<file path="config.mk">
export PLATFORM = sky130hd
export DESIGN_NAME = act_skew_feeder
export DESIGN_NICKNAME = d
export VERILOG_FILES = /design/src/rtl/npu_pkg.sv /design/src/rtl/sync_fifo.sv /design/src/rtl/act_skew_feeder.sv
export SDC_FILE = /design/constraint.sdc
export NUM_CORES = 1
export LEC_CHECK = 0
export CAP_MARGIN = 0
export CORE_MARGIN = 3
export CORE_UTILIZATION = 30
export DETAILED_ROUTE_END_ITERATION = 10
export PLACE_DENSITY = 0.5
export SLEW_MARGIN = 10
export SYNTH_ARGS = -nofsm -noshare
export SYNTH_HDL_FRONTEND = slang
export SYNTH_HIERARCHICAL = 1
export SYNTH_SLANG_ARGS = --single-unit
</file>
<file path="constraint.sdc">
create_clock -name clk -period 2.4 [get_ports clk]
set_input_delay 0.24 -clock clk [delete_from_list [all_inputs] [get_ports clk]]
set_output_delay 0.24 -clock clk [all_outputs]
set_load 0.01 [all_outputs]
</file>
<file path="src/rtl/npu_pkg.sv">
// Shared types and constants for the NPU systolic-array front end.
package npu_pkg;

    localparam int unsigned DW_DEF    = 8;
    localparam int unsigned LANES_DEF = 3;

    typedef enum logic [1:0] {
        IDLE   = 2'd0,
        STREAM = 2'd1,
        DRAIN  = 2'd2,
        DONE   = 2'd3
    } state_t;

    // Bit offset of lane `lane` inside a packed vector of `dw`-bit lanes.
    function automatic int unsigned lane_lsb(input int unsigned dw, input int unsigned lane);
        return dw * lane;
    endfunction

endpackage

</file>
<file path="src/rtl/sync_fifo.sv">
// Single-clock FIFO; a full FIFO refuses a push even when a pop happens in the same cycle.
module sync_fifo #(
    parameter int unsigned W     = 25,
    parameter int unsigned DEPTH = 4
) (
    input  logic         clk,
    input  logic         rst,
    input  logic         push,
    input  logic [W-1:0] wdata,
    input  logic         pop,
    output logic [W-1:0] rdata,
    output logic         full,
    output logic         empty
);

    localparam int unsigned AW = $clog2(DEPTH);
    localparam int unsigned CW = AW + 1;

    logic [W-1:0]  mem [0:DEPTH-1];
    logic [AW-1:0] wr_ptr;
    logic [AW-1:0] rd_ptr;
    logic [CW-1:0] count;
    logic          do_push;
    logic          do_pop;

    assign full    = (count == CW'(DEPTH));
    assign empty   = (count == '0);
    assign do_push = push && !full;
    assign do_pop  = pop && !empty;
    assign rdata   = mem[rd_ptr];

    // Storage array; contents need no reset since count gates visibility.
    always_ff @(posedge clk) begin
        if (do_push) begin
            mem[wr_ptr] <= wdata;
        end
    end

    // Wrapping pointers and occupancy count.
    always_ff @(posedge clk) begin
        if (rst) begin
            wr_ptr <= '0;
            rd_ptr <= '0;
            count  <= '0;
        end else begin
            if (do_push) begin
                wr_ptr <= wr_ptr + AW'(1);
            end
            if (do_pop) begin
                rd_ptr <= rd_ptr + AW'(1);
            end
            case ({do_push, do_pop})
                2'b10:   count <= count + CW'(1);
                2'b01:   count <= count - CW'(1);
                default: count <= count;
            endcase
        end
    end

endmodule

</file>
<file path="src/rtl/act_skew_feeder.sv">
// Buffers activation vectors and feeds them diagonally skewed into the systolic array,
// then flushes the array with zero vectors and reports the tile length.
module act_skew_feeder
    import npu_pkg::*;
#(
    parameter int unsigned DW           = DW_DEF,
    parameter int unsigned LANES        = LANES_DEF,
    parameter int unsigned DEPTH        = 4,
    parameter int unsigned DRAIN_CYCLES = 2 * LANES - 1
) (
    input  logic                clk,
    input  logic                rst,
    input  logic                in_valid,
    output logic                in_ready,
    input  logic [DW*LANES-1:0] in_data,
    input  logic                in_last,
    output logic [DW*LANES-1:0] lane_data,
    output logic                pe_en,
    output logic                busy,
    output logic                tile_done,
    output logic [7:0]          tile_vecs
);

    localparam int unsigned VW  = DW * LANES;
    localparam int unsigned FW  = VW + 1;
    localparam int unsigned DCW = $clog2(DRAIN_CYCLES + 1);

    state_t         state;
    logic           fifo_full;
    logic           fifo_empty;
    logic [FW-1:0]  fifo_rdata;
    logic           push_c;
    logic           pop_c;
    logic           adv_c;
    logic [VW-1:0]  stage_d;
    logic [VW-1:0]  stage_q;
    logic [DCW-1:0] drain_cnt;
    logic [7:0]     vec_cnt;

    assign in_ready = !fifo_full && !rst;
    assign push_c   = in_valid && in_ready;

    sync_fifo #(
        .W     (FW),
        .DEPTH (DEPTH)
    ) u_fifo (
        .clk   (clk),
        .rst   (rst),
        .push  (push_c),
        .wdata ({in_last, in_data}),
        .pop   (pop_c),
        .rdata (fifo_rdata),
        .full  (fifo_full),
        .empty (fifo_empty)
    );

    // Pop/advance decision and selection of the vector entering the skew stage.
    always_comb begin
        pop_c   = 1'b0;
        adv_c   = 1'b0;
        stage_d = '0;
        if (state == STREAM && !fifo_empty) begin
            pop_c   = 1'b1;
            adv_c   = 1'b1;
            stage_d = fifo_rdata[VW-1:0];
        end else if (state == DRAIN) begin
            adv_c   = 1'b1;
        end
    end

    // Lane j sees the stage register through j extra advance-gated registers.
    for (genvar j = 0; j < LANES; j++) begin : g_lane
        localparam int unsigned LSB = lane_lsb(DW, j);
        if (j == 0) begin : g_direct
            assign lane_data[LSB +: DW] = stage_q[LSB +: DW];
        end else begin : g_delay
            logic [DW-1:0] dly [0:j-1];

            // Delay line for this lane; holds whenever the array stalls.
            always_ff @(posedge clk) begin
                if (rst) begin
                    for (int k = 0; k < j; k++) begin
                        dly[k] <= '0;
                    end
                end else if (adv_c) begin
                    dly[0] <= stage_q[LSB +: DW];
                    for (int k = 1; k < j; k++) begin
                        dly[k] <= dly[k-1];
                    end
                end
            end

            assign lane_data[LSB +: DW] = dly[j-1];
        end
    end

    // Tile sequencer, stage register and registered status outputs.
    always_ff @(posedge clk) begin
        if (rst) begin
            state     <= IDLE;
            stage_q   <= '0;
            drain_cnt <= '0;
            vec_cnt   <= '0;
            pe_en     <= 1'b0;
            busy      <= 1'b0;
            tile_done <= 1'b0;
            tile_vecs <= '0;
        end else begin
            pe_en     <= adv_c;
            busy      <= (state != IDLE);
            tile_done <= (state == DONE);
            if (adv_c) begin
                stage_q <= stage_d;
            end
            case (state)
                IDLE: begin
                    if (!fifo_empty) begin
                        state   <= STREAM;
                        vec_cnt <= '0;
                    end
                end
                STREAM: begin
                    if (pop_c) begin
                        if (vec_cnt != 8'hFF) begin
                            vec_cnt <= vec_cnt + 8'd1;
                        end
                        if (fifo_rdata[VW]) begin
                            state     <= DRAIN;
                            drain_cnt <= DCW'(DRAIN_CYCLES);
                        end
                    end
                end
                DRAIN: begin
                    drain_cnt <= drain_cnt - DCW'(1);
                    if (drain_cnt == DCW'(1)) begin
                        state <= DONE;
                    end
                end
                DONE: begin
                    tile_vecs <= vec_cnt;
                    state     <= IDLE;
                end
                default: state <= IDLE;
            endcase
        end
    end

endmodule

</file>
==> results.txt <==
Final worst clock skew = 9.504 ps
Number of vias after detailed routing = 3659
Worst R2R Setup Slack = 130 ps
Residual overflow from global routing = 0
Maximum clock frequency = 440.1 MHz
Clock network fraction of total power = 37.9%
Synthesized-area fraction occupied by adder cells = 2.561%
Hold-critical path endpoint = u_fifo/mem[2][10]$_DFFE_PP_
Type of element launching the critical path = flip-flop
Placeable Area = 0.02298 mm^2
Standby leakage power = 2.978 nW
Global-route wire length before repair = 21000 um
NetSw = 0.001930 W
Internal power component = 0.005508 W
Worst Path Arrival = 2630 ps
Peak supply drop = 0.0004566 V
Hold Slack = 447.5 ps
Clock buffers created by TritonCTS = 17
Worst Hold Path Cells = 1
Worst Path Class, Setup = reg -> reg
Synthesized area divided by synthesized cell count = 16.29 um^2
Leading cell types by total area after synthesis = sky130_fd_sc_hd__edfxtp_1, sky130_fd_sc_hd__dfxtp_1, sky130_fd_sc_hd__mux4_2
Xor and xnor area share after synthesis = 0.3683%
Measured slew at the worst slew-check pin = 880.5 ps
Yosys warning total = 6
Post-DR wirelength/cell = 15.92 um
Worst-case headroom to the max-slew limit = 41.24%
Simple-Gate Fraction of Synth Area = 7.752%
Dpl hpwl = 7989 um
Sequential share of power = 48.8%
Clock edge transition at the registers on the reported setup and hold paths = 80 ps
Fin. max-slew vios = 0
First element of the critical path = u_fifo/count[0]$_SDFFE_PP0P_
Source-to-sink clock delay at the later pin of the worst-skew pair = 430 ps
Number of failing setup endpoints in the final timing report = 0
Dpl cells = 794
Root Driver = sky130_fd_sc_hd__clkbuf_16
Total detailed-routing wirelength = 13210 um
Via/cell ratio = 4.408
Residual DRC count = 0
Critical register-to-register path endpoint = u_fifo/count[2]$_SDFFE_PP0P_
Hold crit path type = in -> reg
Tot GR Track Use = 10.67%
Max_cap viols = 0
TritonCTS sink count = 181
Drt first-iter violations = 196
Routability Congestion = 0.7352
Required time of the critical path = 2760 ps
Synthesized cell area = 0.007134 mm^2
Time the worst path needs with I/O delays and setup = 2272 ps
Die height = 160.2 um
Multiplexer area fraction after synthesis = 9.839%
Start of the worst register-to-register path = u_fifo/count[0]$_SDFFE_PP0P_
DIE WIDTH = 160.2 um
Final Hold Vio Count = 0
Area growth from synthesis to layout = 22.31%
Post-DRT Antenna Nets = 0
Gate power share = 13.3%
Yosys top cell area share = 52.19%
Share of post-route cells with drive strength above 1 = 19.15%
Vias in the first global route = 3857
Critical path endpoint category = flip-flop
Number of H-tree levels = 4
Top flip-flop cell by instance count after synthesis = sky130_fd_sc_hd__edfxtp_1
Number of distinct library cell variants in the gate-level netlist after synthesis = 49
Synthesized-area fraction occupied by ao, oa, aoi and oai cells = 6.734%
Register-to-Register Path Depth = 12
Sw Share = 25.95%
Clock tree from TritonCTS = done
Final core area utilization = 37.96%
Non-Filler Instances = 830
DIE AREA = 0.02567 mm^2
Input/output buffers = 63
Yosys top cell by area = sky130_fd_sc_hd__edfxtp_1
Initial Utilization = 31.04%
Cells after synthesis = 438
Number of antenna violations at the first check in global routing = 2
Largest family of logic cells by synthesized area = multiplexers
Pwr dens = 852.4 mW/mm^2
Maximum fanout along the worst path = 4
Status = completed
Number of enable-type register cells in the synthesized netlist = 124
Ant. Diodes = 0
Part of the Yosys area used for sequential elements = 68.19%
Startpoint of the worst hold path = in_data[10]
Synthesized Nets = 480
Flops & latches, synth = 181
Maximum number of pins on one net before global-route repair = 38
Hold buffer count at CTS = 0
Ports placed on the boundary = 64
Floorplan row count = 55
Async set or reset register ratio after synthesis = 0%
Pre-Repair DR Iteration Count = 4
Period utilization = 94.68%
Worst-case clock buffer depth = 2
Final nets = 546
repair_timing:
action,in CTS,in global routing
setup buffers,0,4
resized for setup,0,8
setup endpoints to repair,0,5
cell usage in the layout (no fill, tap or decap), types with 7 or more instances in the layout:
cell type / instances
sky130_fd_sc_hd__a21oi_1: 11
sky130_fd_sc_hd__a22o_1: 22
sky130_fd_sc_hd__and2_1: 30
sky130_fd_sc_hd__buf_4: 15
sky130_fd_sc_hd__clkbuf_16: 17
sky130_fd_sc_hd__clkdlybuf4s50_1: 63
sky130_fd_sc_hd__dfxtp_1: 53
sky130_fd_sc_hd__edfxtp_1: 124
sky130_fd_sc_hd__ha_1: 11
sky130_fd_sc_hd__inv_1: 15
sky130_fd_sc_hd__inv_8: 7
sky130_fd_sc_hd__mux2i_1: 12
sky130_fd_sc_hd__mux4_2: 20
sky130_fd_sc_hd__nand2b_1: 7
sky130_fd_sc_hd__nor2_1: 23
routing by layer:
layer / part of all wire [%] / vias up / global-route usage, % / wire (um)
met5: 0.20 / - / 0 / 27
met4: 1.1 / 4 / 3.077 / 139
met3: 4.6 / 13 / 3.735 / 611
met2: 51 / 67 / 18.48 / 6797
met1: 43 / 1818 / 12.53 / 5637
li1: - / 1757 / - / -
registers in the layout (all words and copies together) (netlist names), 2 cells and up, named ones only:
register,cells
tile_vecs,8
u_fifo/count,3
g_lane.g_delay.dly,24
drain_cnt,3
u_fifo/mem,100
u_fifo/wr_ptr,2
u_fifo/rd_ptr,2
vec_cnt,8
stage_q,24
state,2
worst max-delay path by stage:
stage	cells after the start	to	slack, ps
6_report	12	u_fifo/count[2]$_SDFFE_PP0P_	130
5_1_grt	12	u_fifo/count[2]$_SDFFE_PP0P_	-9
4_1_cts	12	u_fifo/count[2]$_SDFFE_PP0P_	80
3_5_place_dp	12	u_fifo/count[2]$_SDFFE_PP0P_	-30
3_3_place_gp	12	u_fifo/count[2]$_SDFFE_PP0P_	70
2_1_floorplan	12	u_fifo/count[2]$_SDFFE_PP0P_	80
cells by family after synthesis:
logic type                 Yosys count
muxes                               37
adders and majority gates           14
AOI/OAI and AO/OA                   56
DFF                                181
xor gates and xnor gates             3
and+or+nand+nor                     94
buffers and inverters               53
area by class of cell:
class / instances / area, um^2
Clock buffer: 17 / 425.4
Sequential cell: 181 / 4872
Timing Repair Buffer: 83 / 843.3
Tap cell: 313 / 391.6
Inverter: 17 / 63.81
Multi-Input combinational cell: 204 / 1949
Clock inverter: 15 / 180.2
Fill cell: 2204 / 14260
stage by stage:
step / setup slack [ps] / instance area (um^2) / TNS (ps) / power, W
global route: -8.686 / 8726 / -8.686 / 0.007788
finish: 127.6 / 8726 / 0 / 0.007438
detailed placement: -31.38 / 8079 / -31.38 / 0.004696
floorplan: 76.79 / 7134 / 0 / 0.004322
CTS: 76.27 / 8685 / 0 / 0.007527
global placement: 65.76 / 8079 / 0 / 0.004660
power groups by stage:
stage,sequential (W),combinational (W),clock [W]
floorplan,0.00369,0.000630,0
global placement,0.00369,0.000972,0
detailed placement,0.00370,0.00100,0
CTS,0.00363,0.00101,0.00290
global route,0.00365,0.00111,0.00303
finish,0.00363,0.000991,0.00282
critical path: stages (launching register included):
cell	delay, ps
sky130_fd_sc_hd__dfxtp_4	360
sky130_fd_sc_hd__nor3b_2	200
sky130_fd_sc_hd__nor2_1	70
sky130_fd_sc_hd__and2_1	160
sky130_fd_sc_hd__inv_2	60
sky130_fd_sc_hd__nor2_2	40
sky130_fd_sc_hd__inv_1	50
sky130_fd_sc_hd__ha_2	170
sky130_fd_sc_hd__inv_1	50
sky130_fd_sc_hd__fa_1	370
sky130_fd_sc_hd__xor2_1	160
sky130_fd_sc_hd__or3_1	360
sky130_fd_sc_hd__a21oi_1	140
Yosys cell counts (3+ instances only):
cell type                  count
sky130_fd_sc_hd__nor2b_1       6
sky130_fd_sc_hd__or3_1         3
sky130_fd_sc_hd__edfxtp_1    124
sky130_fd_sc_hd__inv_1        17
sky130_fd_sc_hd__mux4_2       20
sky130_fd_sc_hd__mux4_1        5
sky130_fd_sc_hd__buf_2         7
sky130_fd_sc_hd__o21ai_0       6
sky130_fd_sc_hd__a21oi_1      11
sky130_fd_sc_hd__nand2_1       6
sky130_fd_sc_hd__and2_1       30
sky130_fd_sc_hd__ha_1         13
sky130_fd_sc_hd__or2_2         3
sky130_fd_sc_hd__nand3_1       4
sky130_fd_sc_hd__clkbuf_1      3
sky130_fd_sc_hd__a22o_1       22
sky130_fd_sc_hd__nand2b_1      7
sky130_fd_sc_hd__mux2i_1      12
sky130_fd_sc_hd__dfxtp_1      57
sky130_fd_sc_hd__nor2_1       23
sky130_fd_sc_hd__buf_4        20
sky130_fd_sc_hd__xor2_1        3
Note: power is estimated with default switching activity, not from simulation.
